### src/rtl/enc_issue_ctrl.sv
// Issue controller for a fixed-latency vector_encoder: credit-gated issue, result FIFO, job FSM.
// Optional statistics counters are compiled in when ENC_ISSUE_STATS_EN is defined.
module enc_issue_ctrl #(
    parameter int LAT   = 3,
    parameter int DEPTH = 4
) (
    input  logic         clk,
    input  logic         rst_n,
    input  logic         in_valid,
    output logic         in_ready,
    input  logic [127:0] in_data,
    input  logic         in_last,
    output logic [127:0] enc_operand_a,
    input  logic [63:0]  enc_bit_enable,
    input  logic [127:0] enc_pp_select,
    output logic         out_valid,
    input  logic         out_ready,
    output logic [63:0]  out_bit_enable,
    output logic [127:0] out_pp_select,
    output logic         out_last,
    output logic         busy,
    output logic         done
`ifdef ENC_ISSUE_STATS_EN
    ,
    output logic [31:0]  stat_vec_cnt,
    output logic [31:0]  stat_zero_lane_cnt
`endif
);

    // state | meaning
    // IDLE  | no job active, issue allowed
    // RUN   | job in progress, last vector not yet issued
    // DRAIN | last vector issued, waiting for it to leave the FIFO
    typedef enum logic [1:0] {IDLE, RUN, DRAIN} state_t;

    localparam int PW   = (DEPTH > 1) ? $clog2(DEPTH) : 1;
    localparam int CNTW = PW + 1;
    localparam int CW   = $clog2(DEPTH + LAT + 1) + 1;

    state_t            state_q, state_d;
    logic [LAT-1:0]    vld_q, vld_d;
    logic [LAT-1:0]    lst_q, lst_d;
    logic [PW-1:0]     wr_ptr_q, wr_ptr_d;
    logic [PW-1:0]     rd_ptr_q, rd_ptr_d;
    logic [CNTW-1:0]   count_q, count_d;
    logic [63:0]       fifo_be_q [DEPTH];
    logic [127:0]      fifo_ps_q [DEPTH];
    logic [DEPTH-1:0]  fifo_last_q;

    logic              issue;
    logic              push;
    logic              pop;
    logic [CW-1:0]     in_flight;
    logic [CW-1:0]     occupancy;

    always_comb begin
        in_flight = '0;
        for (int i = 0; i < LAT; i++) begin
            in_flight = in_flight + CW'(vld_q[i]);
        end
    end

    // A pop this cycle frees its credit immediately, so a full pipe can pop and issue together.
    always_comb begin
        out_valid     = (count_q != '0);
        pop           = out_valid && out_ready;
        push          = vld_q[LAT-1];
        occupancy     = in_flight + CW'(count_q) - CW'(pop);
        in_ready      = rst_n && (state_q != DRAIN) && (occupancy < CW'(DEPTH));
        issue         = in_valid && in_ready;
        enc_operand_a = issue ? in_data : '0;
    end

    always_comb begin
        vld_d    = (vld_q << 1) | LAT'(issue);
        lst_d    = (lst_q << 1) | LAT'(issue && in_last);
        wr_ptr_d = wr_ptr_q + PW'(push);
        rd_ptr_d = rd_ptr_q + PW'(pop);
        count_d  = count_q + CNTW'(push) - CNTW'(pop);
    end

    assign out_bit_enable = fifo_be_q[rd_ptr_q];
    assign out_pp_select  = fifo_ps_q[rd_ptr_q];
    assign out_last       = out_valid && fifo_last_q[rd_ptr_q];
    assign busy           = (state_q != IDLE);

    always_comb begin
        state_d = state_q;
        done    = 1'b0;
        case (state_q)
            IDLE: begin
                if (issue) begin
                    state_d = in_last ? DRAIN : RUN;
                end
            end
            RUN: begin
                if (issue && in_last) begin
                    state_d = DRAIN;
                end
            end
            DRAIN: begin
                if (pop && out_last) begin
                    state_d = IDLE;
                    done    = 1'b1;
                end
            end
            default: state_d = IDLE;
        endcase
    end

    always_ff @(posedge clk or negedge rst_n) begin
        if (!rst_n) begin
            state_q  <= IDLE;
            vld_q    <= '0;
            lst_q    <= '0;
            wr_ptr_q <= '0;
            rd_ptr_q <= '0;
            count_q  <= '0;
        end else begin
            state_q  <= state_d;
            vld_q    <= vld_d;
            lst_q    <= lst_d;
            wr_ptr_q <= wr_ptr_d;
            rd_ptr_q <= rd_ptr_d;
            count_q  <= count_d;
        end
    end

    // Payload storage needs no reset: count_q gates everything that reads it.
    always_ff @(posedge clk) begin
        if (push) begin
            fifo_be_q[wr_ptr_q]   <= enc_bit_enable;
            fifo_ps_q[wr_ptr_q]   <= enc_pp_select;
            fifo_last_q[wr_ptr_q] <= lst_q[LAT-1];
        end
    end

`ifdef ENC_ISSUE_STATS_EN
    logic [31:0] stat_vec_q, stat_vec_d;
    logic [31:0] stat_zero_q, stat_zero_d;
    logic [4:0]  zero_lanes;
    logic [32:0] zero_sum;

    always_comb begin
        zero_lanes = '0;
        for (int i = 0; i < 16; i++) begin
            zero_lanes = zero_lanes + 5'(out_bit_enable[4*i +: 4] == 4'd0);
        end
        zero_sum    = {1'b0, stat_zero_q} + 33'(zero_lanes);
        stat_vec_d  = stat_vec_q;
        stat_zero_d = stat_zero_q;
        if (pop) begin
            if (stat_vec_q != '1) begin
                stat_vec_d = stat_vec_q + 32'd1;
            end
            stat_zero_d = zero_sum[32] ? '1 : zero_sum[31:0];
        end
    end

    always_ff @(posedge clk or negedge rst_n) begin
        if (!rst_n) begin
            stat_vec_q  <= '0;
            stat_zero_q <= '0;
        end else begin
            stat_vec_q  <= stat_vec_d;
            stat_zero_q <= stat_zero_d;
        end
    end

    assign stat_vec_cnt       = stat_vec_q;
    assign stat_zero_lane_cnt = stat_zero_q;
`endif

endmodule

### config.mk
export PLATFORM = sky130hd
export DESIGN_NAME = enc_issue_ctrl
export DESIGN_NICKNAME = d
export VERILOG_FILES = /design/src/rtl/enc_issue_ctrl.sv
export SDC_FILE = /design/constraint.sdc
export NUM_CORES = 1
export LEC_CHECK = 0
export ABC_AREA = 1
export CAP_MARGIN = 20
export CELL_PAD_IN_SITES_DETAIL_PLACEMENT = 0
export CELL_PAD_IN_SITES_GLOBAL_PLACEMENT = 1
export CORE_MARGIN = 2
export CORE_UTILIZATION = 42
export CTS_CLUSTER_DIAMETER = 60
export CTS_CLUSTER_SIZE = 14
export DETAILED_ROUTE_END_ITERATION = 16
export PLACE_DENSITY_LB_ADDON = 0.1
export SLEW_MARGIN = 20
export SYNTH_ARGS = -nofsm -noshare
export SYNTH_HDL_FRONTEND = slang
export SYNTH_SLANG_ARGS = --single-unit
### constraint.sdc
create_clock -name clk -period 19.3 [get_ports clk]
set_clock_uncertainty 0.2 [all_clocks]
set_input_delay 5.79 -clock clk [delete_from_list [all_inputs] [get_ports clk]]
set_output_delay 5.79 -clock clk [all_outputs]
set_load 0.02 [all_outputs]
## After elaboration in Yosys (flattened, before gate mapping)

Memory sizes are Yosys's and may differ from the RTL's.
Index checks and enable logic that the tools add are counted.
W data, S select, Z words.

| word-level totals | value |
|---|---|
| memories kept | 2 |
| input port bits | 325 |
| output and inout bits | 325 |
| RAM bits | 768 |
| register bits after elaboration | 19 |
| logic and storage cells | 56 |

Memory list:

| name | words | bits a word | rd ports | clocked after Yosys merged registers in | write ports | RTL line | source |
|---|---|---|---|---|---|---|---|
| fifo_ps_q | 4 | 128 | 1 | 0 | 1 | 47 | `logic [127:0] fifo_ps_q [DEPTH];` |
| fifo_be_q | 4 | 64 | 1 | 0 | 1 | 46 | `logic [63:0] fifo_be_q [DEPTH];` |

| cells by class | value |
|---|---|
| equality and inequality tests | 6 |
| bitwise operators | 2 |
| mux-type cells | 15 |
| $add $sub $neg | 8 |
| reduce and logical (&&, ||, !) cells | 12 |
| order comparisons | 4 |

Operators by type and width:

| kind | count |
|---|---|
| $mux W128 | 1 |
| $logic_and A1 B1 Y1 | 8 |
| $mux W2 | 4 |
| $ne A2 B2 Y1 const B | 4 |
| $lt A2 B3 Y1 const B | 2 |
| $mux W1 | 6 |
| $or A3 B1 Y3 | 2 |
| $pmux W2 S3 | 1 |
| $add A2 B1 Y2 | 2 |
| $add A3 B3 Y4 | 1 |
| $bwmux W4 | 1 |
| $lt A4 B3 Y1 const B | 1 |
| $sub A4 B1 Y4 | 1 |
| $add A2 B1 Y3 | 1 |
| $add A3 B1 Y3 | 1 |
| $reduce_and A3 Y1 | 1 |
| $reduce_bool A3 Y1 | 1 |
| $sub A3 B1 Y3 | 1 |
| $add A1 B1 Y2 | 1 |
| $bmux W1 S2 | 1 |
| $demux W1 S2 | 1 |
| $eq A2 B1 Y1 const B | 1 |
| $eq A2 B2 Y1 const B | 1 |
| $ge A2 B1 Y1 const B | 1 |
| other kinds (2) | 2 |

## Depth between registers and ports, before layout

| depth | value |
|---|---|
| depth after elaboration | 10 |
| gate-level depth with buffers | 18 |

## Worst setup path before layout

OpenSTA, ideal clock, no wires.

| path | value |
|---|---|
| path type | reg-to-reg |
| start | register vld_q[2] |
| end | memory fifo_be_q[0][0] (enable) |
| stages on the path, launching flop included | 3 |
| buffers on the path | 0 |
| arrival time | 13.481 ns |
| slack | 4.636 ns |
| path through | dfrtp_1 > inv_1 > nor3_1 |

| between the ends | value |
|---|---|
| longest elaborated chain between the ends | 2 |

RTL lines:

| item | RTL line | source |
|---|---|---|
| start, declared | 41 | `logic [LAT-1:0] vld_q, vld_d;` |
| start signal, assigned | 121 | `vld_q <= vld_d;` |
| $mux W1 | 131 | `if (push) begin` |
| $mux W1 (implied by the code) | 132 | `fifo_be_q[wr_ptr_q] <= enc_bit_enable;` |
| end, declared | 46 |  |

No other way between the ends.

## Final worst setup path

| path | value |
|---|---|
| start | input out_ready |
| end | output enc_operand_a[115] |

| between the ends | value |
|---|---|
| longest elaborated chain between the ends | 6 |

RTL lines:

| item | RTL line | source |
|---|---|---|
| start, declared | 17 | `input logic out_ready,` |
| $logic_and A1 B1 Y1 | 66 | `pop = out_valid && out_ready;` |
| $sub A4 B1 Y4 | 68 | `occupancy = in_flight + CW'(count_q) - CW'(pop);` |
| $lt A4 B3 Y1 | 69 | `in_ready = rst_n && (state_q != DRAIN) && (occupancy < CW'(DEPTH));` |
| $logic_and A1 B1 Y1 | 69 |  |
| $logic_and A1 B1 Y1 | 70 | `issue = in_valid && in_ready;` |
| via issue | 50 | `logic issue;` |
| $mux W128 | 71 | `enc_operand_a = issue ? in_data : '0;` |
| end, declared | 13 | `output logic [127:0] enc_operand_a,` |

The timed path passes the listed nets, and every way through them passes these cells.

==> metrics.txt <==
die width=276 µm; detailed placement HPWL=54.7 mm; Util after Layout=55.0%; Tot GR Track Use=22.4%; register area share after synthesis=75.7%; total power=6.18 mW; # fillers=5979; # resized after CTS=0; DIE AREA=76300 µm²; WS Path Type=in2out; area of the multi-input gates=6210 µm²; first-pass GRT wire length=128 mm; I/O pin cnt=650; setup bufs post-CTS=0; most used cell, CP=nand2_1; startpoint types=input port; Detailed Route WL=87.1 mm; vias in the first global route=19452; Worst VDD drop=0.107 mV; setup tns final=0 ns; Leak=13.4 nW; r2r startpoint=rd_ptr_q[0]; Final Hold Viols=0; worst hold path type=reg2reg; Max Buffers Root-to-Sink=3; Synth Register Bits=787; synth top area cells=edfxtp_1 75%, o21ai_0 6.2%, nor2_1 5.1%; ratio of cells with drive above 1 in the final layout=7.74%; drt pass-1 iters=5; Synth Cell Area=31100 µm²; RSZ-0062 raised after global routing=no; worst hold stages=0; grt ovf=0; via count=19758; min-delay src=lst_q[1]; core area=73200 µm²; Port Buf Inserts=649; PD cells=154 nW/µm²; YS warnings=0; worst-case reg-to-reg path depth=10; Syn Area/Cell=14.0 µm²; worst path arrival time=9.64 ns; fin crit share=81.0%; clock slew at reported path FFs=0.06 ns; Post-Synthesis Cells=2230; fmax=64.0 MHz; Crit. End Element=primary output; H-tree depth=3; hold buffer count at CTS=0; Mapped Nets=2563; Synth-to-Final Area Change=29.3%; TritonCTS Buffers=68; Die Y=276 µm; crit-path cells=clkdlybuf4s50_1 > nand2_1 > or2_2 > ha_1 > ha_1 > nand2_1 > inv_1 > nand2_2 > nand2_1 > nand2_1 > nand3_2 > nor3_4 > inv_8 > buf_12 > nor2_1 > clkdlybuf4s50_1; post-synth cell types=29; slowest stage delay, CP=0.63 ns; Layout Nets=3166; post-synth top area cell=edfxtp_1; reg-to-reg setup timing slack=15.33 ns; FF+latch area=23600 µm²; DR iter-0 viols=1432; GPL Wtd Cong=0.874; WL per Instance=22.8 µm; area share of the largest cell type after synthesis=74.5%; root buffer cell=clkbuf_16; clk sinks=787; Avg Vias per Cell=5.17; initial antenna violation count=15; Required @ worst endpoint=13.31 ns; minimum clock period=15.63 ns; DRC Markers=0; fin. max-slew vios=0; Hold Path End=lst_q[2]; post-detailed-route count of antenna-violating nets=0; maxcap violations=0; Reg2Reg Capture Point=state_q[1]; Slowest cell on crit path=clkdlybuf4s50_1; Slew @ Worst Pin=1.11 ns; # rows=99; final setup violation count=0; Worst slew margin=26.0%; status=finished, final reports clean; largest net degree at the start of global routing=192; Skew-Pair Late Insertion Delay=0.60 ns; TritonCTS clock tree=done; initial core utilization=42.5%; Worst Path Max Fanout=102
## flip-flops by register name (all words and copies together) (netlist names)
name and count:
wr_ptr_q 2, fifo_ps_q 512, fifo_be_q 256, state_q 2
vld_q 3, count_q 3, rd_ptr_q 2, fifo_last_q 4
lst_q 3
## layer usage
| metal | GRT usage (%) | wire, µm | up-vias |
|---|---|---|---|
| li1 | - | - | 9245 |
| met1 | 25.1 | 32200 | 9802 |
| met2 | 40.9 | 46200 | 574 |
| met3 | 6.57 | 6230 | 119 |
| met4 | 7.03 | 2330 | 18 |
| met5 | 0 | 124 | - |
## cells by family (layout without fill, tap and decap cells)
kind of cell | count (synthesis) | after routing | synth area share (%)
buffers and inverters | 294 | 921 | 4.41
adders and majority gates | 8 | 8 | 0.370
DFF | 787 | 787 | 75.7
and+or+nand+nor | 556 | 556 | 9.25
xor gates and xnor gates | 3 | 3 | 0.0845
AOI/OAI and AO/OA | 582 | 582 | 10.2
other | 0 | 5 | 0
## layout by cell type, fill, tap and decap left out
cell,netlist,final
xor2_1,3,3
nand2_1,18,18
or2_2,1,1
clkdlybuf4s50_1,0,649
nand2_2,1,1
clkinv_2,0,3
clkinv_8,0,3
buf_4,4,21
nand3_1,2,2
nor2_4,100,100
nand3_2,2,2
nand4_1,1,1
inv_8,0,1
bufinv_16,0,1
buf_6,4,1
clkbuf_16,0,70
nor3_1,5,1
fa_1,2,2
o2111ai_1,1,1
a21oi_2,1,1
buf_12,11,3
edfxtp_1,772,772
nor3_2,0,4
o21ai_0,386,386
inv_6,0,2
inv_16,0,1
inv_1,151,150
a21boi_0,1,1
dfrtp_1,15,13
ha_1,6,6
inv_4,1,1
nor2_1,425,425
nor3_4,1,1
o22ai_1,192,192
clkinv_1,0,1
clkinvlp_4,0,2
clkbuf_1,89,12
o21bai_1,1,1
dfrtp_4,0,2
diode_2,0,5
## how the worst max path moves through the flow
stage	slack, ns	cells past startpoint	from	to
2_1_floorplan	4.64	2	vld_q[2]	fifo_be_q[0][0]
3_3_place_gp	3.79	16	out_ready	enc_operand_a[110]
3_5_place_dp	3.73	16	out_ready	enc_operand_a[113]
4_1_cts	3.72	16	out_ready	enc_operand_a[121]
5_1_grt	3.47	17	out_ready	enc_operand_a[107]
6_report	3.67	16	out_ready	enc_operand_a[115]
## power breakdown
part           switching [mW]  total [mW]  internal, mW
clock                   0.574        1.25         0.673
sequential             0.0842        2.18          2.10
combinational            1.73        2.75          1.01
## cells in the mapped netlist, drive strengths merged
cell type	count
edfxtp	772
nor2	525
o21ai	386
o22ai	192
inv	153
clkbuf	89
buf	52
nand2	19
dfrtp	15
ha	6
nor3	6
nand3	4
xor2	3
fa	2
a21boi	1
a21oi	1
nand4	1
o2111ai	1
o21bai	1
or2	1
## final cells by class
cell class                      count  share of cell area, %
Clock inverter                     12                  0.333
Tap cell                          959                   2.98
Timing Repair Buffer              674                   16.7
Antenna cell                        5                 0.0311
Clock buffer                       82                   4.47
Sequential cell                   787                   58.6
Inverter                          153                   1.48
Multi-Input combinational cell   1149                   15.4
## worst max-delay path, delay by kind of cell
kind / cells / cell delay [ns]
adder cells (fa/ha/maj): 2 / 0.59
AND/OR/NAND/NOR: 9 / 1.33
buffers and inverters: 5 / 1.78
## through the flow
stage | cell area [µm²] | instances | setup WS (ns) | hold WS [ns]
after floorplan | 31100 | 2230 | 4.64 | 0.131
after global placement | 38300 | 3722 | 3.79 | 0.141
after detailed placement | 38300 | 3722 | 3.73 | 0.136
after CTS | 40200 | 3816 | 3.72 | 0.151
after global routing | 40200 | 3820 | 3.47 | 0.154
final | 40200 | 3821 | 3.67 | 0.148
Power figures use the tool's default switching activity.
